<file path="src/rtl/alu_sched_pkg.sv">
// Shared types for the logic-unit scheduler: opcodes, FSM states, default sizes.
package alu_sched_pkg;

  localparam int unsigned OPW   = 3;
  localparam int unsigned WIDTH = 16;

  typedef enum logic [OPW-1:0] {
    OP_OR   = 3'd0,
    OP_NOR  = 3'd1,
    OP_XOR  = 3'd2,
    OP_XNOR = 3'd3
  } opcode_e;

  typedef enum logic [1:0] {
    ST_IDLE,
    ST_ISSUE,
    ST_RESP
  } state_e;

endpackage

</file>
<file path="src/rtl/rr_arbiter.sv">
// Combinational round-robin winner select: first set request at or above ptr, wrapping.
module rr_arbiter #(
  parameter int unsigned NUM_REQ = 4,
  parameter int unsigned IW      = $clog2(NUM_REQ)
) (
  input  logic [NUM_REQ-1:0] req,
  input  logic [IW-1:0]      ptr,
  output logic [NUM_REQ-1:0] grant,
  output logic [IW-1:0]      idx,
  output logic               any
);

  int unsigned j;

  always_comb begin
    grant = '0;
    idx   = '0;
    any   = 1'b0;
    j     = 0;
    for (int unsigned k = 0; k < NUM_REQ; k++) begin
      j = (32'(ptr) + k) % NUM_REQ;
      if (!any && req[j]) begin
        any      = 1'b1;
        grant[j] = 1'b1;
        idx      = IW'(j);
      end
    end
  end

endmodule

</file>
<file path="src/rtl/alu_logic_scheduler.sv">
// Round-robin scheduler sharing one OR/NOR/XOR/XNOR unit among NUM_REQ requesters.
// Optional ALU_SCHED_ZERO_FLAG_EN adds a registered rsp_zero output.
module alu_logic_scheduler
  import alu_sched_pkg::*;
#(
  parameter int unsigned NUM_REQ = 4,
  parameter int unsigned WIDTH   = alu_sched_pkg::WIDTH,
  parameter int unsigned OPW     = alu_sched_pkg::OPW,
  parameter int unsigned IW      = $clog2(NUM_REQ)
) (
  input  logic                     clk,
  input  logic                     rst_n,
  input  logic [NUM_REQ-1:0]       req_valid,
  output logic [NUM_REQ-1:0]       req_ready,
  input  logic [NUM_REQ*OPW-1:0]   req_op,
  input  logic [NUM_REQ*WIDTH-1:0] req_a,
  input  logic [NUM_REQ*WIDTH-1:0] req_b,
  output logic [WIDTH-1:0]         alu_a,
  output logic [WIDTH-1:0]         alu_b,
  output logic [OPW-1:0]           alu_op,
  input  logic [WIDTH-1:0]         alu_result,
  output logic                     rsp_valid,
  input  logic                     rsp_ready,
  output logic [IW-1:0]            rsp_id,
  output logic [WIDTH-1:0]         rsp_data,
  output logic                     rsp_err,
  output logic                     busy
`ifdef ALU_SCHED_ZERO_FLAG_EN
  ,
  output logic                     rsp_zero
`endif
);

  state_e              state_q;
  logic [IW-1:0]       rr_ptr_q;
  logic [NUM_REQ-1:0]  grant;
  logic [IW-1:0]       win_idx;
  logic                win_any;
  logic                op_legal;

  rr_arbiter #(
    .NUM_REQ(NUM_REQ),
    .IW     (IW)
  ) u_arb (
    .req  (req_valid),
    .ptr  (rr_ptr_q),
    .grant(grant),
    .idx  (win_idx),
    .any  (win_any)
  );

  // Gated by reset so no requester sees an accept while the block is held in reset.
  assign req_ready = (rst_n && state_q == ST_IDLE) ? grant : '0;
  assign busy      = (state_q != ST_IDLE);
  assign op_legal  = 32'(alu_op) <= 32'(OP_XNOR);

  always_ff @(posedge clk or negedge rst_n) begin
    if (!rst_n) begin
      state_q   <= ST_IDLE;
      rr_ptr_q  <= '0;
      alu_a     <= '0;
      alu_b     <= '0;
      alu_op    <= '0;
      rsp_id    <= '0;
      rsp_data  <= '0;
      rsp_err   <= 1'b0;
      rsp_valid <= 1'b0;
`ifdef ALU_SCHED_ZERO_FLAG_EN
      rsp_zero  <= 1'b0;
`endif
    end else begin
      case (state_q)
        ST_IDLE: begin
          if (win_any) begin
            alu_op  <= req_op[win_idx*OPW +: OPW];
            alu_a   <= req_a[win_idx*WIDTH +: WIDTH];
            alu_b   <= req_b[win_idx*WIDTH +: WIDTH];
            rsp_id  <= win_idx;
            state_q <= ST_ISSUE;
          end
        end
        ST_ISSUE: begin
          if (op_legal) begin
            rsp_data <= alu_result;
            rsp_err  <= 1'b0;
          end else begin
            rsp_data <= '0;
            rsp_err  <= 1'b1;
          end
`ifdef ALU_SCHED_ZERO_FLAG_EN
          rsp_zero  <= op_legal ? (alu_result == '0) : 1'b1;
`endif
          rsp_valid <= 1'b1;
          state_q   <= ST_RESP;
        end
        ST_RESP: begin
          if (rsp_ready) begin
            rsp_valid <= 1'b0;
            rr_ptr_q  <= (rsp_id == IW'(NUM_REQ - 1)) ? '0 : rsp_id + 1'b1;
            state_q   <= ST_IDLE;
          end
        end
        default: state_q <= ST_IDLE;
      endcase
    end
  end

endmodule

</file>
<file path="config.mk">
export PLATFORM = sky130hd
export DESIGN_NAME = alu_logic_scheduler
export DESIGN_NICKNAME = d
export VERILOG_FILES = /design/src/rtl/alu_sched_pkg.sv /design/src/rtl/rr_arbiter.sv /design/src/rtl/alu_logic_scheduler.sv
export SDC_FILE = /design/constraint.sdc
export NUM_CORES = 1
export LEC_CHECK = 0
export CAP_MARGIN = 20
export CELL_PAD_IN_SITES_DETAIL_PLACEMENT = 0
export CELL_PAD_IN_SITES_GLOBAL_PLACEMENT = 1
export CORE_ASPECT_RATIO = 2
export CORE_MARGIN = 5
export CORE_UTILIZATION = 28
export DETAILED_ROUTE_END_ITERATION = 8
export GPL_TIMING_DRIVEN = 0
export HOLD_SLACK_MARGIN = 0.12
export PLACE_DENSITY = 0.78
export SKIP_CTS_REPAIR_TIMING = 1
export SLEW_MARGIN = 40
export SYNTH_ARGS = -nofsm -noshare
export SYNTH_HDL_FRONTEND = slang
export SYNTH_SLANG_ARGS = --single-unit
</file>
<file path="constraint.sdc">
create_clock -name clk -period 4.7 [get_ports clk]
set_clock_uncertainty 0.1 [all_clocks]
set_input_delay 0.705 -clock clk [delete_from_list [all_inputs] [get_ports clk]]
set_output_delay 0.705 -clock clk [all_outputs]
set_load 0.03 [all_outputs]
</file>
### After elaboration in Yosys (flattened, before gate mapping)

Cells that the tools add are included.

| cells by class | value |
|---|---|
| $add $sub $neg | 4 |
| multiply operators | 1 |
| order comparisons | 9 |
| equality and inequality tests | 5 |
| shift-type cells | 3 |
| multiplexer cells | 37 |
| bitwise operators | 3 |
| reductions and logical operators | 18 |

Operators with widths:

| kind | number |
|---|---|
| variable part select 64 x 7 -> 16 bit | 2 |
| 2-to-1 mux 4 bit | 5 |
| 2-to-1 mux 16 bit | 1 |
| 2-to-1 mux 1 bit | 14 |
| 2-to-1 mux 2 bit | 7 |
| less-than comparator 2 x 3 -> 1 bit, second input constant | 4 |
| OR 4 bit | 3 |
| variable part select 12 x 5 -> 3 bit | 1 |
| binary-select mux 1 bit (select 2 bit) | 4 |
| demux 1 bit (select 2 bit) | 4 |
| >= comparator 2 x 1 -> 1 bit, second input constant | 4 |
| logical AND 1 bit | 8 |
| AND reduction 2 bit | 4 |
| case mux 2 bit (3 select lines) | 1 |
| adder 2 x 1 -> 2 bit, second input constant | 2 |
| adder 2 bit, second input constant | 2 |
| == test 2 bit, second input constant | 2 |
| multiplier 2 x 2 -> 4 bit, second input constant | 1 |
| nonzero test 2 bit | 2 |
| <= comparator 3 x 2 -> 1 bit, second input constant | 1 |
| zero test 1 bit | 3 |
| == test 2 x 1 -> 1 bit, second input constant | 1 |
| zero test 2 bit | 1 |
| != test 2 x 1 -> 1 bit, second input constant | 1 |
| other kinds (2) | 2 |

| word-level totals | value |
|---|---|
| bits in registers | 59 |
| bits of input ports | 163 |

### Depth between registers and ports, before layout

| depth | value |
|---|---|
| depth after elaboration | 14 |
| mapped depth | 15 |
| gate-level depth less buffers | 8 |

### By module

Synthesis repeated with hierarchy kept, for this count alone.

| unflattened totals | value |
|---|---|
| cell total of the unflattened synthesis | 341 |
| area, all modules | 3764.9 um^2 |

By module, submodules not included:

| module | instances | cells an instance | area each (um^2) | seq. area each (um^2) |
|---|---|---|---|---|
| alu_logic_scheduler | 1 | 296 | 3345.7 | 1476.4 |
| rr_arbiter | 1 | 45 | 419.2 | 0.0 |

### Least setup slack after synthesis

No wires, ideal clock.

| timing path | value |
|---|---|
| path type | register -> output |
| start | register rr_ptr_q[0] |
| end | output req_ready[0] |
| arrival time | 3.408 ns |
| required time | 3.895 ns |
| path slack | 0.487 ns |
| cell stages (with the launch flop) | 14 |
| buffers on the path | 6 |
| path through | dfrtp_1 > buf_6 > buf_2 > buf_2 > clkbuf_1 > inv_1 > ha_1 > clkbuf_1 > mux4_2 > nor2b_1 > clkbuf_1 > a221o_1 > o21ai_0 > a21oi_1 |

| on the way | value |
|---|---|
| cells in the longest elaborated chain, start to end | 13 |

RTL lines:

| element | line | text |
|---|---|---|
| from (decl) | alu_logic_scheduler.sv:35 | `logic [IW-1:0] rr_ptr_q;` |
| from (signal assigned) | alu_logic_scheduler.sv:99 | `rr_ptr_q <= (rsp_id == IW'(NUM_REQ - 1)) ? '0 : rsp_id + 1'b1;` |
| branches (longest 11 deep; another with less-than comparator 2 x 3 -> 1 bit) | -- |  |
| 2-to-1 mux 4 bit (*) | rr_arbiter.sv:22 | `if (!any && req[j]) begin` |
| 2-to-1 mux 4 bit (*) | alu_logic_scheduler.sv:53 | `assign req_ready = (rst_n && state_q == ST_IDLE) ? grant : '0;` |
| to (decl) | alu_logic_scheduler.sv:14 | `output logic [NUM_REQ-1:0] req_ready,` |

Every way passes the cells marked *. The select of a mux whose other input is x is not followed.

### Final worst setup path

| timing path | value |
|---|---|
| start | register rr_ptr_q[0] |
| end | output req_ready[2] |

The elaborated chain is that of the path after synthesis.

==> flow_summary.json <==
{
  "status": "finished, final reports clean",
  "cts_buffers": 9,
  "final_cells": 979,
  "synthTopCellsByCount": "nand2_1, dfrtp_1, nor2_1",
  "setup_violations": 0,
  "tns_ns": 0,
  "core_um2": 15400,
  "path_cells": "buf_6 > buf_2 > clkbuf_4 > clkbuf_4 > inv_1 > ha_4 > mux4_2 > nor2b_1 > clkbuf_4 > a221o_1 > o21ai_0 > a21oi_1 > clkbuf_2",
  "drive_gt1_share_pct": 9.27,
  "ff2ff_path_depth": 14,
  "met3_wirelength_um": 1280,
  "cts.path.max_buffers": 2,
  "seqCellArea_um2": 1480,
  "antenna_found_initial": 4,
  "power_density_nw_per_um2": 737,
  "end_kind": "primary output",
  "syn_to_final_growth_pct": 63.6,
  "crit_type": "flop to primary output",
  "nNetsFinal": 943,
  "critPathMostFrequentCell": "clkbuf_4",
  "path_clk_slew_ns": 0.06,
  "multi_input_area_um2": 2630,
  "grt-ovfl-total": 0,
  "drv_slew": 0,
  "slowest_delay_ns": 0.44,
  "start_util_pct": 28.6,
  "worstPathMaxFanout": 10,
  "htreeDepth": 3,
  "cts_tree": "yes",
  "grt_max_degree": 33,
  "gp_congestion": 0.937,
  "firstDrtPassIters": 5,
  "io_pins": 223,
  "synth_edf_count": 0,
  "clk_latency_ns": 0.33,
  "io_buffers": 222,
  "synth_most_common_cell": "nand2_1",
  "hp-class": "primary input to async pin",
  "fill_cells": 1521,
  "cp-start-kind": "flop",
  "cts_root_buf": "clkbuf_16",
  "final_antenna_net_count": 0,
  "routed_wl_um": 21200,
  "routed.top_layer": "met4",
  "cpMaxStageDelayCell": "dfrtp_1",
  "ir_drop_mv": 0.363,
  "arrival_ns": 3.67,
  "place_inst": 958,
  "netlist_top_cells_area": "dfrtp_1, nand2_1, a311oi_1",
  "fp-row-count": 64,
  "ys.flop_type": "dfrtp_1",
  "finalHoldViolCount": 0,
  "async_reset_ff_share_pct": 100,
  "drt-met1-wl_um": 6940,
  "drc": 0,
  "grt_pass1_wl_um": 32000,
  "fin_crit_ns": 4.48,
  "drt-vias-per-instance": 5.56,
  "dr_wl_met2_um": 11800,
  "fmax_mhz": 223,
  "netlist_instances": 537,
  "synth_area_per_cell_um2": 8.18,
  "grtUsageTotal_pct": 22.1,
  "die_area_um2": 18500,
  "first_iter_violations": 307,
  "synth_seq_cells": 59,
  "seq_area_frac_synth_pct": 33.6,
  "rsz0062_at_grt": "no",
  "syn_area_um2": 4390,
  "avgRoutedWirePerCell_um": 21.7,
  "synth_top_area_share_pct": 33.6,
  "ys_warn_count": 0,
  "num_vias": 5446,
  "clock-sinks": 59,
  "syn_nets": 708,
  "worst_pin_slew_ns": 0.738,
  "finalCritPeriodShare_pct": 95.3,
  "die_y_um": 187,
  "grt_pass1_vias": 5793,
  "leakage_nw": 2.66,
  "worstPathRequired_ns": 3.89,
  "maxCapViolCount": 0,
  "hpwl_um": 16900,
  "die_w_um": 98.6,
  "synth_largest_area_cell": "dfrtp_1",
  "ys_types": 45,
  "slew_headroom_pct": 49.5
}
area by class of cell:
type                       count  area share (%)
antenna                        4           0.139
buffer                        58            3.92
clock buffer                   9            3.13
clock inverter                 7           0.818
inverter                       6           0.313
multi-input combinational    413            36.6
sequential                    59            20.5
tap                          198            3.45
timing repair buffer         225            31.1
critical path: cells and delay by family (launching register included):
| family | cells | cell delay [ns] |
|---|---|---|
| buf+inv | 7 | 1.52 |
| compound gates | 3 | 0.46 |
| flops | 1 | 0.44 |
| mux | 1 | 0.36 |
| fa+ha+maj | 1 | 0.34 |
| simple gates | 1 | 0.22 |
final timing paths:
kind,slack [ns],to,startpoint
worst max-delay path,0.22,req_ready[2],rr_ptr_q[0]
worst min-delay path,0.21,rsp_data[12],rst_n
worst max register to register,0.40,alu_a[6],rr_ptr_q[0]
worst min register to register,0.38,rsp_data[4],rsp_data[4]
max in group asynchronous,3.76,alu_a[11],rst_n
min in group clk,0.38,rsp_data[4],rsp_data[4]
logic make-up after synthesis:
| kind of cell | Yosys count | share of synthesized area (%) |
|---|---|---|
| AND/OR/NAND/NOR | 230 | 25.1 |
| AO/OA/AOI/OAI | 164 | 29.1 |
| buffers and inverters | 65 | 6.78 |
| flip-flops | 59 | 33.6 |
| multiplexers | 11 | 3.19 |
| adder cells (fa/ha/maj) | 8 | 2.28 |
power breakdown:
| group | switching (W) | internal (W) | total [W] |
|---|---|---|---|
| Combinational | 0.00233 | 0.00139 | 0.00372 |
| Clock | 0.000276 | 0.000364 | 0.000640 |
| Sequential | 0.000171 | 0.000773 | 0.000943 |
| Total | 0.00278 | 0.00253 | 0.00530 |
cells in the final DEF, fill, tap and decap left out, drive strengths merged, types with 16 or more instances in the layout:
cell,netlist,layout
clkdlybuf4s50,0,217
nand2,96,96
dfrtp,59,59
clkbuf,37,49
nor2,43,43
o21ai,42,42
a311oi,34,34
a2111oi,34,34
buf,22,26
a21oi,24,24
nand2b,21,21
nor3b,20,20
nand3,17,17
nand4,17,17
a32oi,16,16
state kept, by name (all words and copies together), names as in the netlist:
signal	cells
rr_ptr_q	2
rsp_valid	1
rsp_id	2
state_q	2
rsp_data	16
rsp_err	1
alu_b	16
alu_a	16
alu_op	3
layer usage:
layer  vias up  global-route usage (%)
met1      2565                    21.4
met2       310                    42.3
met5         -                       0
met3        76                    3.66
met4         0                    13.6
li1       2495                       -
stage by stage:
step	setup slack [ns]	cell area [um2]	util [%]	hold slack, ns	power, W
after floorplan	0.487	4390	-	0.309	0.00320
after global placement	-0.871	6860	44.6	0.366	0.00452
after detailed placement	-0.810	6880	44.8	0.375	0.00461
after CTS	-1.17	7170	46.6	0.220	0.00527
after global routing	0.0624	7190	46.8	0.240	0.00565
final	0.222	7190	46.8	0.214	0.00530
Note: power is estimated with default switching activity, not from simulation.
